**src/rtl/uart_rx_frm.sv**
```systemverilog
// uart_rx_frm -- 8N1 UART receiver, LSB first, for the serial command path.
//
// Each received byte is presented on rx_data together with a level rdy flag.
// rdy holds until the consumer pulses clr_rdy or the next start bit is confirmed.
// Two protections are built in:
//   * False-start rejection: the start bit is re-checked at its centre.
//   * Framing-error detection: a low stop bit sets frm_err.
//
// Ports:
//   clk      system clock, all logic on posedge
//   rst      synchronous, active-high reset
//   RX       asynchronous serial line, idles high
//   clr_rdy  consumer pulse that clears rdy
//   rx_data  last correctly framed byte
//   rdy      byte-valid level flag
//   frm_err  sticky: the last frame had a bad stop bit (cleared by a good frame)
//
// Parameters:
//   BAUD_CYCLES  clk cycles per bit; must be even and >= 8
//   CNT_W        baud counter width; 2**CNT_W must exceed BAUD_CYCLES

module uart_rx_frm #(
    parameter int BAUD_CYCLES = 2604,
    parameter int CNT_W       = 12
) (
    input  logic       clk,
    input  logic       rst,
    input  logic       RX,
    input  logic       clr_rdy,
    output logic [7:0] rx_data,
    output logic       rdy,
    output logic       frm_err
);

    typedef enum logic [1:0] {
        ST_IDLE  = 2'd0,
        ST_START = 2'd1,
        ST_DATA  = 2'd2,
        ST_STOP  = 2'd3
    } state_t;

    // A half-bit load puts the start-bit sample at the bit centre. Every
    // later sample is then one full bit further on.
    localparam logic [CNT_W-1:0] HALF_LOAD = CNT_W'(BAUD_CYCLES / 2 - 1);
    localparam logic [CNT_W-1:0] FULL_LOAD = CNT_W'(BAUD_CYCLES - 1);
    localparam logic [CNT_W-1:0] CNT_ZERO  = {CNT_W{1'b0}};
    localparam logic [CNT_W-1:0] CNT_ONE   = {{(CNT_W-1){1'b0}}, 1'b1};

    state_t           state_r;
    state_t           state_nxt_s;

    logic             rx_meta_r;
    logic             rx_sync_r;
    logic             rx_prev_r;

    logic [CNT_W-1:0] baud_cnt_r;
    logic [CNT_W-1:0] baud_cnt_nxt_s;
    logic [3:0]       bit_cnt_r;
    logic [3:0]       bit_cnt_nxt_s;
    logic [7:0]       shift_r;
    logic [7:0]       shift_nxt_s;

    logic [7:0]       rx_data_r;
    logic [7:0]       rx_data_nxt_s;
    logic             rdy_r;
    logic             rdy_nxt_s;
    logic             frm_err_r;
    logic             frm_err_nxt_s;

    logic             fall_edge_s;
    logic             baud_zero_s;

    // The synchronizer and edge-history flops reset to the idle level.
    // As a result, reset itself never manufactures a falling edge.
    assign fall_edge_s = rx_prev_r & ~rx_sync_r;
    assign baud_zero_s = (baud_cnt_r == CNT_ZERO);

    assign rx_data = rx_data_r;
    assign rdy     = rdy_r;
    assign frm_err = frm_err_r;

    // Two-flop synchronizer on RX, plus one history flop for edge detection.
    always_ff @(posedge clk) begin
        if (rst) begin
            rx_meta_r <= 1'b1;
            rx_sync_r <= 1'b1;
            rx_prev_r <= 1'b1;
        end else begin
            rx_meta_r <= RX;
            rx_sync_r <= rx_meta_r;
            rx_prev_r <= rx_sync_r;
        end
    end

    // State register.
    always_ff @(posedge clk) begin
        if (rst) begin
            state_r <= ST_IDLE;
        end else begin
            state_r <= state_nxt_s;
        end
    end

    // Next-state logic: a frame advances only at bit-centre sample points.
    always_comb begin
        state_nxt_s = state_r;
        case (state_r)
            ST_IDLE: begin
                if (fall_edge_s) begin
                    state_nxt_s = ST_START;
                end else begin
                    state_nxt_s = ST_IDLE;
                end
            end
            ST_START: begin
                if (baud_zero_s) begin
                    if (rx_sync_r) begin
                        state_nxt_s = ST_IDLE;
                    end else begin
                        state_nxt_s = ST_DATA;
                    end
                end else begin
                    state_nxt_s = ST_START;
                end
            end
            ST_DATA: begin
                // The sample taken while bit_cnt is 7 is the eighth data bit.
                if (baud_zero_s && (bit_cnt_r == 4'd7)) begin
                    state_nxt_s = ST_STOP;
                end else begin
                    state_nxt_s = ST_DATA;
                end
            end
            ST_STOP: begin
                if (baud_zero_s) begin
                    state_nxt_s = ST_IDLE;
                end else begin
                    state_nxt_s = ST_STOP;
                end
            end
            default: begin
                state_nxt_s = ST_IDLE;
            end
        endcase
    end

    // Datapath and output next values for counters, shifter and outputs.
    always_comb begin
        baud_cnt_nxt_s = baud_cnt_r;
        bit_cnt_nxt_s  = bit_cnt_r;
        shift_nxt_s    = shift_r;
        rx_data_nxt_s  = rx_data_r;
        frm_err_nxt_s  = frm_err_r;
        // The consumer clear applies unless a good stop bit sets rdy
        // in this same cycle.
        if (clr_rdy) begin
            rdy_nxt_s = 1'b0;
        end else begin
            rdy_nxt_s = rdy_r;
        end

        case (state_r)
            ST_IDLE: begin
                if (fall_edge_s) begin
                    baud_cnt_nxt_s = HALF_LOAD;
                end else begin
                    baud_cnt_nxt_s = baud_cnt_r;
                end
            end
            ST_START: begin
                if (baud_zero_s) begin
                    if (rx_sync_r) begin
                        // False start: drop back quietly and leave outputs untouched.
                        baud_cnt_nxt_s = baud_cnt_r;
                    end else begin
                        rdy_nxt_s      = 1'b0;
                        baud_cnt_nxt_s = FULL_LOAD;
                        bit_cnt_nxt_s  = 4'd0;
                    end
                end else begin
                    baud_cnt_nxt_s = baud_cnt_r - CNT_ONE;
                end
            end
            ST_DATA: begin
                if (baud_zero_s) begin
                    // LSB arrives first, so shift right and insert at the MSB.
                    shift_nxt_s    = {rx_sync_r, shift_r[7:1]};
                    bit_cnt_nxt_s  = bit_cnt_r + 4'd1;
                    baud_cnt_nxt_s = FULL_LOAD;
                end else begin
                    baud_cnt_nxt_s = baud_cnt_r - CNT_ONE;
                end
            end
            ST_STOP: begin
                if (baud_zero_s) begin
                    if (rx_sync_r) begin
                        rx_data_nxt_s = shift_r;
                        rdy_nxt_s     = 1'b1;
                        frm_err_nxt_s = 1'b0;
                    end else begin
                        frm_err_nxt_s = 1'b1;
                    end
                end else begin
                    baud_cnt_nxt_s = baud_cnt_r - CNT_ONE;
                end
            end
            default: begin
                baud_cnt_nxt_s = CNT_ZERO;
            end
        endcase
    end

    // Datapath and output registers.
    always_ff @(posedge clk) begin
        if (rst) begin
            baud_cnt_r <= CNT_ZERO;
            bit_cnt_r  <= 4'd0;
            shift_r    <= 8'h00;
            rx_data_r  <= 8'h00;
            rdy_r      <= 1'b0;
            frm_err_r  <= 1'b0;
        end else begin
            baud_cnt_r <= baud_cnt_nxt_s;
            bit_cnt_r  <= bit_cnt_nxt_s;
            shift_r    <= shift_nxt_s;
            rx_data_r  <= rx_data_nxt_s;
            rdy_r      <= rdy_nxt_s;
            frm_err_r  <= frm_err_nxt_s;
        end
    end

endmodule

```
**config.mk**
```make
export PLATFORM = sky130hd
export DESIGN_NAME = uart_rx_frm
export DESIGN_NICKNAME = d
export VERILOG_FILES = /design/src/rtl/uart_rx_frm.sv
export SDC_FILE = /design/constraint.sdc
export NUM_CORES = 1
export LEC_CHECK = 0
export CAP_MARGIN = 20
export CORE_MARGIN = 2
export CORE_UTILIZATION = 50
export DETAILED_ROUTE_END_ITERATION = 6
export PLACE_DENSITY = 0.7
export SLEW_MARGIN = 15
export SYNTH_ARGS = -nofsm -noshare
export SYNTH_HDL_FRONTEND = slang
export SYNTH_SLANG_ARGS = --single-unit
export TNS_END_PERCENT = 20
```
**constraint.sdc**
```tcl
create_clock -name clk -period 2.43 [get_ports clk]
set_input_delay 0.486 -clock clk [delete_from_list [all_inputs] [get_ports clk]]
set_output_delay 0.486 -clock clk [all_outputs]
set_load 0.1 [all_outputs]
```
==> summary.md <==
| Metric | Value |
|---|---|
| Status | finished, final reports clean |
| Seq pwr share | between 50% and 60% |
| CP required | ~2.6 ns |
| N_diodes | 0 |
| Cts bufs inserted | 5 |
| Die X | around 66 um |
| Setup_tns | 0 ns |
| First-pass iteration count of the detailed router | 4 |
| Post-synthesis cell count | 230 |
| First-pass GRT wire length | ~7 mm |
| DR iter-0 viols | between 100 and 150 |
| Std-Cell Core Area | 3661 um^2 |
| Root Buffer | clkbuf_8 |
| Layout cells sized above 1 | between 10% and 20% |
| Post-CTS Setup Inserts | 0 |
| Aggregate global-route resource usage | a little over a fifth |
| Routed WL | around 4 mm |
| Max Root-Sink Buffers | 2 |
| Worst Clk Skew | ~0.009 ns |
| Worst R2R Path Depth | 7 |
| CP peak stage delay | ~0.50 ns |
| Main combinational cell family by area after synthesis | simple AND/OR/NAND/NOR gates |
| IO Pins | 14 |
| Initial Util | a little over half |
| Switching power share of the total | 28.92% |
| Primary FF master, synth | dfxtp_1 |
| Number of synthesized flops with an enable pin | 0 |
| Ys async rst share | 0% |
| MaxCap Viol Count | 0 |
| Maximum vdd drop | just under 0.0004 V |
| Unrepaired setup endpoints after global routing | no |
| Final Hold Violating Endpoints | 0 |
| IO Port Bufs | 13 |
| # hold bufs at CTS | 0 |
| CTS H-Tree Depth | 2 |
| Worst-path clk slew | approximately 0.070 ns |
| Worst-skew pair later-pin latency | 0.30 ns |
| Synth Area in Compound Gates | 19.15% |
| Synth-to-layout area growth | 9.608% |
| Die footprint | approximately 4300 um^2 |
| Yosys reg bits | 39 |
| Vias per cell | around 5.8 |
| CTS tree | yes |
| WL per Instance | approximately 14 um |
| Critical Path Fanout Max | 9 |
| Min-Delay Path Depth | 1 |
| Post-Layout Cell Count | approximately 290 |
| Syn_nets | between 200 and 250 |
| Switching pwr | ~0.00038 W |
| Cell internal pwr | 0.0009412 W |
| Site Rows | 22 |
| Simple-gate share of the synthesized area | between 20 and 30% |
| Most frequent cells in the layout | nand2_1, dfxtp_1, a21oi_1, nor2_1, buf_4 |
| Clock sinks | 39 |
| Post-route ant nets | 0 |
| Synth Area in XOR/XNOR | 0.9150% |
| Pin count of the biggest net entering global routing | 37 |
| Final setup vio count | 0 |
| GPL Wtd Cong | just under 0.9 |
| Max Slew Vio Count | 0 |
| Initial antenna violation count | 0 |
| Leakage power | between 0.7 and 0.8 nW |
| Cell variety after synth | 49 |
| PwrDens | roughly 630 nW/um^2 |
| Combinational power share | approximately 17% |
| Mux contribution to synthesized area | less than 1% |
| Remaining DRCs | 0 |
| Post-CTS sizing | 0 |
| Utilization after layout | 57.31% |
| Nets | 251 |
| Fin crit period | between 2 and 2.5 ns |
| Hpwl dp | about 2.8 mm |
| Placed insts | around 280 |
| Worst path cell trace | inv_1 > ha_1 > or3b_2 > nor4b_4 > or2b_1 > o22ai_1 > a21o_1 |
| Crit path depth | 7 |
| Crit. End Element | flop |
| Slew HR | 63.66% |
| Post-synthesis adder-cell area fraction | under 10% |
| Hold crit path type | flop to flop |
| CP delay by family, top | simple AND/OR/NAND/NOR gates |
| Slowest CP cell | or3b_2 |
| Syn Area/Cell | roughly 8.3 um^2 |
| Register area share after synthesis | between 40% and 50% |
| CP bufs+invs | 1 |
| Synth Cell Area | 1914 um^2 |
| DIE HEIGHT | between 60 and 70 um |
| Critical Path Source Type | flop |
| Max Clk Rate | 458.6 MHz |
| Kind of critical path | flop to flop |
| Crit path arrival time | 2.37 ns |
| Power share of the clock group | between 30% and 40% |
| Final Cell Area | ~2100 um^2 |
| Commonest non-fill, non-tap cell in the layout | nand2_1 |
| Dpl cell area | between 2000 and 2500 um^2 |
| Routed via count | roughly 1700 |
| Slew at the pin with the worst max-slew slack | about 0.54 ns |
| Vias in the first global route | around 1500 |
| Total grt overflow | 0 |
| Final worst path period share | 89.73% |
| Synth warnings | 0 |
-- cell usage after synthesis, drive strengths merged, types with 2 or more instances --
cell type,number,share of area [%]
nand2,42,8.2
a21oi,28,7.3
buf,7,3.3
o22ai,8,2.6
xor2,2,0.92
or4,2,0.98
or2,3,0.98
nand3,6,1.6
o21ai,3,0.78
clkbuf,5,0.98
nand4,2,0.65
nor3,11,3.1
and2,2,0.65
nor3b,3,1.2
or3b,2,0.92
inv,8,1.6
dfxtp,39,41
a21o,4,1.6
o31ai,2,0.78
nor4,6,2.7
a21boi,3,1.2
o2bb2ai,2,0.92
nor2,15,3.1
ha,7,4.6
-- metrics by stage --
stage                     setup slack, ns  total power [W]  hold WS (ns)
final                              0.2495         0.001324        0.4128
after global routing              0.08262         0.001397        0.4195
after CTS                          0.2545         0.001335        0.4136
after detailed placement           0.2703        0.0009067        0.3975
after global placement             0.3002        0.0009060        0.3942
after floorplan                    0.4811        0.0008741        0.3895
-- final cells by class --
type	instances	area, um^2
inverter	8	30.03
fill	349	1563
clock inverter	2	12.51
sequential	39	780.7
tap	48	60.06
timing repair buffer	15	120.1
clock buffer	6	72.57
multi-input combinational	171	1022
-- worst register-to-register path: stages (launching register included) --
cell	delay (ns)
dfxtp_1	0.34
inv_1	0.11
ha_1	0.16
or3b_2	0.50
nor4b_4	0.31
or2b_1	0.33
o22ai_1	0.14
a21o_1	0.19
-- power by group through the flow --
stage	registers, W	clock network (W)	logic, W
4_1_cts	0.000674	0.000441	0.000220
3_3_place_gp	0.000689	0	0.000217
3_5_place_dp	0.000689	0	0.000218
6_report	0.000675	0.000425	0.000224
2_1_floorplan	0.000677	0	0.000197
5_1_grt	0.000678	0.000468	0.000251
-- flip-flops by register name (all words and copies together), names as in the netlist --
signal and flops:
state_r 2, shift_r 8, baud_cnt_r 12, bit_cnt_r 4, rx_sync_r 1, rdy 1, rx_meta_r 1, rx_data 8
rx_prev_r 1, frm_err 1
-- cell families after synthesis --
| kind of cell | count (synthesis) |
|---|---|
| DFF | 39 |
| xor gates and xnor gates | 2 |
| and+or+nand+nor | 102 |
| buffers and inverters | 20 |
| muxes | 1 |
| adders and majority gates | 7 |
| AOI/OAI and AO/OA | 59 |
-- path summary, 6_finish.rpt --
kind,from,endpoint,slack (ns)
max,baud_cnt_r[0],baud_cnt_r[11],0.25
min reg2reg,rx_meta_r,rx_sync_r,0.41
min,rx_meta_r,rx_sync_r,0.41
max reg2reg,baud_cnt_r[0],baud_cnt_r[11],0.25
-- per-layer routing --
layer  share of wire, %  GRT usage [%]  wire length (um)  vias up
li1                   -              -                 -      836
met1                 46          27.12              1861      784
met2                 47          32.83              1890       47
met3                5.2          6.474               210       10
met4                2.5          8.854               102        0
met5                  0              0                 0        -
No activity file was read; power rests on OpenSTA's default activity.
